## src/rtl/core_mem_arbiter.sv

```systemverilog
// Arbitrates a core's instruction-fetch and data ports onto one external word bus.
// Instruction fetches are two bus words (low then high); data accesses win ties.
module core_mem_arbiter #(
  parameter int RW     = 16,
  parameter int I_SIZE = 32
) (
  input  logic              i_clk,
  input  logic              i_rst,
  input  logic [RW-1:0]     i_fetch_addr,
  input  logic              i_fetch_req,
  output logic [I_SIZE-1:0] o_fetch_data,
  output logic              o_fetch_valid,
  input  logic [RW-1:0]     i_data_addr,
  input  logic [RW-1:0]     i_data_wdata,
  input  logic              i_data_req,
  input  logic              i_data_we,
  output logic [RW-1:0]     o_data_rdata,
  output logic              o_data_ack,
  output logic [RW:0]       o_bus_addr,
  output logic [RW-1:0]     o_bus_wdata,
  output logic              o_bus_req,
  output logic              o_bus_we,
  output logic              o_bus_iside,
  input  logic [RW-1:0]     i_bus_rdata,
  input  logic              i_bus_ack
);

  localparam logic [1:0] S_IDLE  = 2'd0;
  localparam logic [1:0] S_I_LO  = 2'd1;
  localparam logic [1:0] S_I_HI  = 2'd2;
  localparam logic [1:0] S_D_ACC = 2'd3;

  logic [1:0]        state_q,       state_d;
  logic              pend_q,        pend_d;
  logic [RW-1:0]     fetch_addr_q,  fetch_addr_d;
  logic [RW-1:0]     cur_addr_q,    cur_addr_d;
  logic              stale_q,       stale_d;
  logic [RW-1:0]     dat_addr_q,    dat_addr_d;
  logic [RW-1:0]     dat_wdata_q,   dat_wdata_d;
  logic              dat_we_q,      dat_we_d;
  logic [I_SIZE-1:0] fetch_data_q,  fetch_data_d;
  logic              fetch_valid_q, fetch_valid_d;
  logic [RW-1:0]     rdata_q,       rdata_d;
  logic              ack_q,         ack_d;

  logic [RW-1:0]     next_fetch_addr;
  logic              restart;

  // A fetch request arriving this cycle supersedes whatever address is already held.
  assign next_fetch_addr = i_fetch_req ? i_fetch_addr : fetch_addr_q;
  assign restart         = stale_q || i_fetch_req;

  always_comb begin
    // NOTE: every next-state signal gets a default first so no path leaves it unassigned (no latch).
    state_d       = state_q;
    pend_d        = pend_q;
    fetch_addr_d  = fetch_addr_q;
    cur_addr_d    = cur_addr_q;
    stale_d       = stale_q;
    dat_addr_d    = dat_addr_q;
    dat_wdata_d   = dat_wdata_q;
    dat_we_d      = dat_we_q;
    fetch_data_d  = fetch_data_q;
    fetch_valid_d = 1'b0;
    rdata_d       = rdata_q;
    ack_d         = 1'b0;

    if (i_fetch_req) begin
      pend_d       = 1'b1;
      fetch_addr_d = i_fetch_addr;
    end

    case (state_q)
      S_IDLE: begin
        // While the ack pulse is out the requester has not yet dropped its level request.
        if (i_data_req && !ack_q) begin
          state_d     = S_D_ACC;
          dat_addr_d  = i_data_addr;
          dat_wdata_d = i_data_wdata;
          dat_we_d    = i_data_we;
        end else if (pend_q || i_fetch_req) begin
          state_d    = S_I_LO;
          cur_addr_d = next_fetch_addr;
          stale_d    = 1'b0;
        end
      end

      S_I_LO: begin
        if (i_fetch_req) stale_d = 1'b1;
        if (i_bus_ack) begin
          if (restart) begin
            cur_addr_d = next_fetch_addr;
            stale_d    = 1'b0;
          end else begin
            fetch_data_d[RW-1:0] = i_bus_rdata;
            state_d              = S_I_HI;
          end
        end
      end

      S_I_HI: begin
        if (i_fetch_req) stale_d = 1'b1;
        if (i_bus_ack) begin
          if (restart) begin
            state_d    = S_I_LO;
            cur_addr_d = next_fetch_addr;
            stale_d    = 1'b0;
          end else begin
            fetch_data_d[I_SIZE-1:RW] = i_bus_rdata;
            fetch_valid_d             = 1'b1;
            pend_d                    = 1'b0;
            state_d                   = S_IDLE;
          end
        end
      end

      S_D_ACC: begin
        if (i_bus_ack) begin
          rdata_d = i_bus_rdata;
          ack_d   = 1'b1;
          state_d = S_IDLE;
        end
      end

      default: state_d = S_IDLE;
    endcase
  end

  always_ff @(posedge i_clk) begin
    // NOTE: sequential state uses non-blocking assignment so all registers update from pre-edge values.
    if (i_rst) begin
      state_q       <= S_IDLE;
      pend_q        <= 1'b0;
      fetch_addr_q  <= '0;
      cur_addr_q    <= '0;
      stale_q       <= 1'b0;
      dat_addr_q    <= '0;
      dat_wdata_q   <= '0;
      dat_we_q      <= 1'b0;
      fetch_data_q  <= '0;
      fetch_valid_q <= 1'b0;
      rdata_q       <= '0;
      ack_q         <= 1'b0;
    end else begin
      state_q       <= state_d;
      pend_q        <= pend_d;
      fetch_addr_q  <= fetch_addr_d;
      cur_addr_q    <= cur_addr_d;
      stale_q       <= stale_d;
      dat_addr_q    <= dat_addr_d;
      dat_wdata_q   <= dat_wdata_d;
      dat_we_q      <= dat_we_d;
      fetch_data_q  <= fetch_data_d;
      fetch_valid_q <= fetch_valid_d;
      rdata_q       <= rdata_d;
      ack_q         <= ack_d;
    end
  end

  // Bus side is decoded purely from registered state, so it cannot move while a word waits for ack.
  always_comb begin
    o_bus_req   = 1'b0;
    o_bus_iside = 1'b0;
    o_bus_we    = 1'b0;
    o_bus_addr  = '0;
    o_bus_wdata = '0;
    case (state_q)
      S_I_LO: begin
        o_bus_req   = 1'b1;
        o_bus_iside = 1'b1;
        o_bus_addr  = {cur_addr_q, 1'b0};
      end
      S_I_HI: begin
        o_bus_req   = 1'b1;
        o_bus_iside = 1'b1;
        o_bus_addr  = {cur_addr_q, 1'b1};
      end
      S_D_ACC: begin
        o_bus_req   = 1'b1;
        o_bus_we    = dat_we_q;
        o_bus_addr  = {1'b0, dat_addr_q};
        o_bus_wdata = dat_wdata_q;
      end
      default: ;
    endcase
  end

  assign o_fetch_data  = fetch_data_q;
  assign o_fetch_valid = fetch_valid_q;
  assign o_data_rdata  = rdata_q;
  assign o_data_ack    = ack_q;

endmodule

```

## config.mk

```make
export PLATFORM = sky130hd
export DESIGN_NAME = core_mem_arbiter
export DESIGN_NICKNAME = d
export VERILOG_FILES = /design/src/rtl/core_mem_arbiter.sv
export SDC_FILE = /design/constraint.sdc
export NUM_CORES = 1
export LEC_CHECK = 0
export ABC_AREA = 1
export BUFFER_PORTS_ARGS = -buffer_cell sky130_fd_sc_hd__buf_2
export CAP_MARGIN = 20
export CORE_UTILIZATION = 46
export CTS_CLUSTER_DIAMETER = 30
export DETAILED_ROUTE_END_ITERATION = 8
export PLACE_DENSITY = 0.88
export SLEW_MARGIN = 0
export SYNTH_ARGS = -nofsm -noshare
export SYNTH_HDL_FRONTEND = slang
export SYNTH_SLANG_ARGS = --single-unit
```

## constraint.sdc

```tcl
create_clock -name i_clk -period 1.62 [get_ports i_clk]
set_input_delay 0.324 -clock i_clk [delete_from_list [all_inputs] [get_ports i_clk]]
set_output_delay 0.324 -clock i_clk [all_outputs]
set_load 0.01 [all_outputs]
```

==> results.sh <==
export IMPL_netlist_instances=676
export IMPL_synth_top_area_cell="dfxtp_1"
export IMPL_fin_hold_ws_ns=0.0357
export IMPL_min_path_type="input port to flop"
export IMPL_report_final_slew_viol_count=0
export IMPL_worst_ep_arrival_time_ns=1.74
export IMPL_synth_top_area_share_pct=47.7
export IMPL_ant_nets=0
export IMPL_power_density_nw_per_um2=1750
export IMPL_wire_per_inst_um=13.5
export IMPL_status="finished, violations left"
export IMPL_cp_max_fo=6
export IMPL_root_buffer="clkbuf_8"
export IMPL_nNetsFinal=916
export IMPL_tightest_slew_ns=0.379
export IMPL_clk_pin_slew_worst_paths_ns=0.06
export IMPL_syn_avg_cell_area_um2=7.39
export IMPL_grt_pass1_vias=4294
export IMPL_io_buffers=155
export IMPL_synth_seq_cells=119
export IMPL_vias=4850
export IMPL_die_y_um=106
export IMPL_ir_worst_vdd_v=0.000834
export IMPL_post_route_min_period_ns=2.06
export IMPL_grt_usage_pct=23.0
export IMPL_hold_viol_final=0
export IMPL_cts_hold_buffers=0
export IMPL_async_reset_ff_share_pct=0
export IMPL_nFillCells=888
export IMPL_fmax_ghz=0.486
export IMPL_max_cap_violations=0
export IMPL_dieArea_um2=11300
export IMPL_multiInputGateArea_um2=2150
export IMPL_crit_type="flop to output port"
export IMPL_synthToLayoutAreaGrowth_pct=39.1
export IMPL_worst_ep_required_time_ns=1.30
export IMPL_design_area_um2=6940
export IMPL_synth_most_common_cell="dfxtp_1"
export IMPL_synth_distinct_cells=28
export IMPL_yosys_top_cells_area="dfxtp_1, o21ai_0, nand2_1"
export IMPL_maxSlewHeadroom_pct=74.7
export IMPL_synthesis_area_um2=4990
export IMPL_initial_core_util_pct=47.9
export IMPL_row_count=37
export IMPL_drive_gt1_share_pct=32.0
export IMPL_antenna_found_initial=1
export IMPL_placed_area_um2=5940
export IMPL_grt_max_degree=67
export IMPL_h_tree_depth=4
export IMPL_ys_top_cells_by_count="dfxtp_1, o21ai_0, nand2_1, inv_1, nor2_1"
export IMPL_tritoncts="yes"
export IMPL_synthFlopType="dfxtp_1"
export IMPL_drtIter0Drc=337
export IMPL_wirelength_um=13300
export IMPL_gp_congestion=0.819
export IMPL_start_kind="flop"
export IMPL_place_hpwl_um=8600
export IMPL_setup_viol=36
export IMPL_postLayoutSetupSlackWorst_ns=-0.440
export IMPL_dr_pass1_iters=5
export IMPL_overflow=0
export IMPL_cp_end_kind="output port"
export IMPL_regArea_um2=2390
export IMPL_violations="negative setup slack"
export IMPL_power_leakage_nw=3.49
export IMPL_yosysSeqAreaShare_pct=47.7
export IMPL_synth_edf_count=0
export IMPL_cts_made_buffers=17
export IMPL_pin_count=156
export IMPL_grt_first_pass_wirelength_um=20600
export IMPL_p_total_w=0.0121
export IMPL_worstSkewPairLatency_ns=0.50
export IMPL_vias_per_cell=4.90
export IMPL_period_share_pct=127
export IMPL_skew_ns=0.00747
export IMPL_cts_sinks=119
export IMPL_clk_path_buf_depth=2
export IMPL_core_area_um2=10400
export IMPL_place_ws_ns=-0.109
export IMPL_ys_warn_count=0
export IMPL_grt_setup_unrepaired="true"
export IMPL_route_detailed_drc=0
export IMPL_synth_net_count=753
export IMPL_dieWidth_um=106
[worst max-delay path: stages, from the launching register on]
cell and delay [ns]:
dfxtp_4 0.36, inv_4 0.06, ha_4 0.19, clkbuf_16 0.16, o21ai_2 0.13, o21ai_1 0.08
nand2_1 0.07, inv_1 0.05, buf_2 0.13
[placed cells by master (no fill, tap or decap), drive strengths merged]
cell,count
o21ai,114
nand2,99
ha,7
buf,181
a21oi,51
dfxtp,119
nand3,39
clkinv,3
or2,16
nor2,92
bufbuf,1
bufinv,4
nand4,1
nor3,1
diode,1
inv,98
clkbuf,23
clkinvlp,3
[flip-flops by register name, indices dropped and copies added, names as in the netlist]
| register | flops |
|---|---|
| dat_addr_q | 16 |
| pend_q | 1 |
| dat_we_q | 1 |
| state_q | 2 |
| stale_q | 1 |
| fetch_addr_q | 16 |
| o_fetch_data | 32 |
| o_data_ack | 1 |
| o_data_rdata | 16 |
| o_fetch_valid | 1 |
| cur_addr_q | 16 |
| dat_wdata_q | 16 |
[layout make-up]
| class | count | area share [%] |
|---|---|---|
| inverter | 96 | 5.50 |
| antenna | 1 | 0.0360 |
| timing repair buffer | 185 | 17.4 |
| clock buffer | 20 | 6.56 |
| tap | 136 | 2.45 |
| sequential | 119 | 34.4 |
| multi-input combinational | 420 | 30.9 |
| clock inverter | 12 | 2.70 |
[worst paths after layout]
| path | cells past startpoint | slack, ns | startpoint | to |
|---|---|---|---|---|
| max reg2reg | 9 | 0.03 | state_q[0] | o_data_rdata[0] |
| min reg2reg | 2 | 0.44 | dat_wdata_q[3] | dat_wdata_q[3] |
| max | 8 | -0.44 | state_q[0] | o_bus_addr[4] |
| min | 3 | 0.04 | i_bus_rdata[9] | o_fetch_data[25] |
[logic make-up (layout without fill, tap and decap cells)]
group,count (synthesis),in the layout,share of synthesized area [%]
other,0,1,0
buffers and inverters,137,313,11.7
adders and majority gates,7,7,1.75
and+or+nand+nor,248,248,21.8
DFF,119,119,47.7
AOI/OAI and AO/OA,165,165,17.1
[per-stage QoR]
stage / TNS [ns] / utilization [%] / std cells
after floorplan: 0 / - / 676
after global placement: -0.414 / 57.0 / 945
after detailed placement: -1.66 / 57.0 / 945
after CTS: -11.68 / 64.9 / 982
after global routing: -14.48 / 66.7 / 989
final: -11.69 / 66.7 / 989
[timing repair]
item,4_1_cts,5_1_grt
endpoints found under the setup margin,71,69
resized for setup,58,29
pin swaps,5,1
buffers inserted,3,4
gates cloned,2,3
[power by group]
part	switching [W]	internal [W]	leakage (nW)	total (W)
registers	0.000335	0.00353	0.978	0.00386
logic	0.00232	0.00191	2.21	0.00423
clock network	0.00140	0.00265	0.309	0.00405
total	0.00406	0.00808	3.49	0.0121
[metal layers]
layer | part of all wire [%] | vias up | GRT usage, %
li1 | - | 2464 | -
met1 | 44 | 2202 | 30.8
met3 | 6.0 | 19 | 5.33
met2 | 48 | 165 | 35.9
met4 | 1.7 | 0 | 8.43
met5 | 0 | - | 0
No activity file was read; power rests on OpenSTA's default activity.
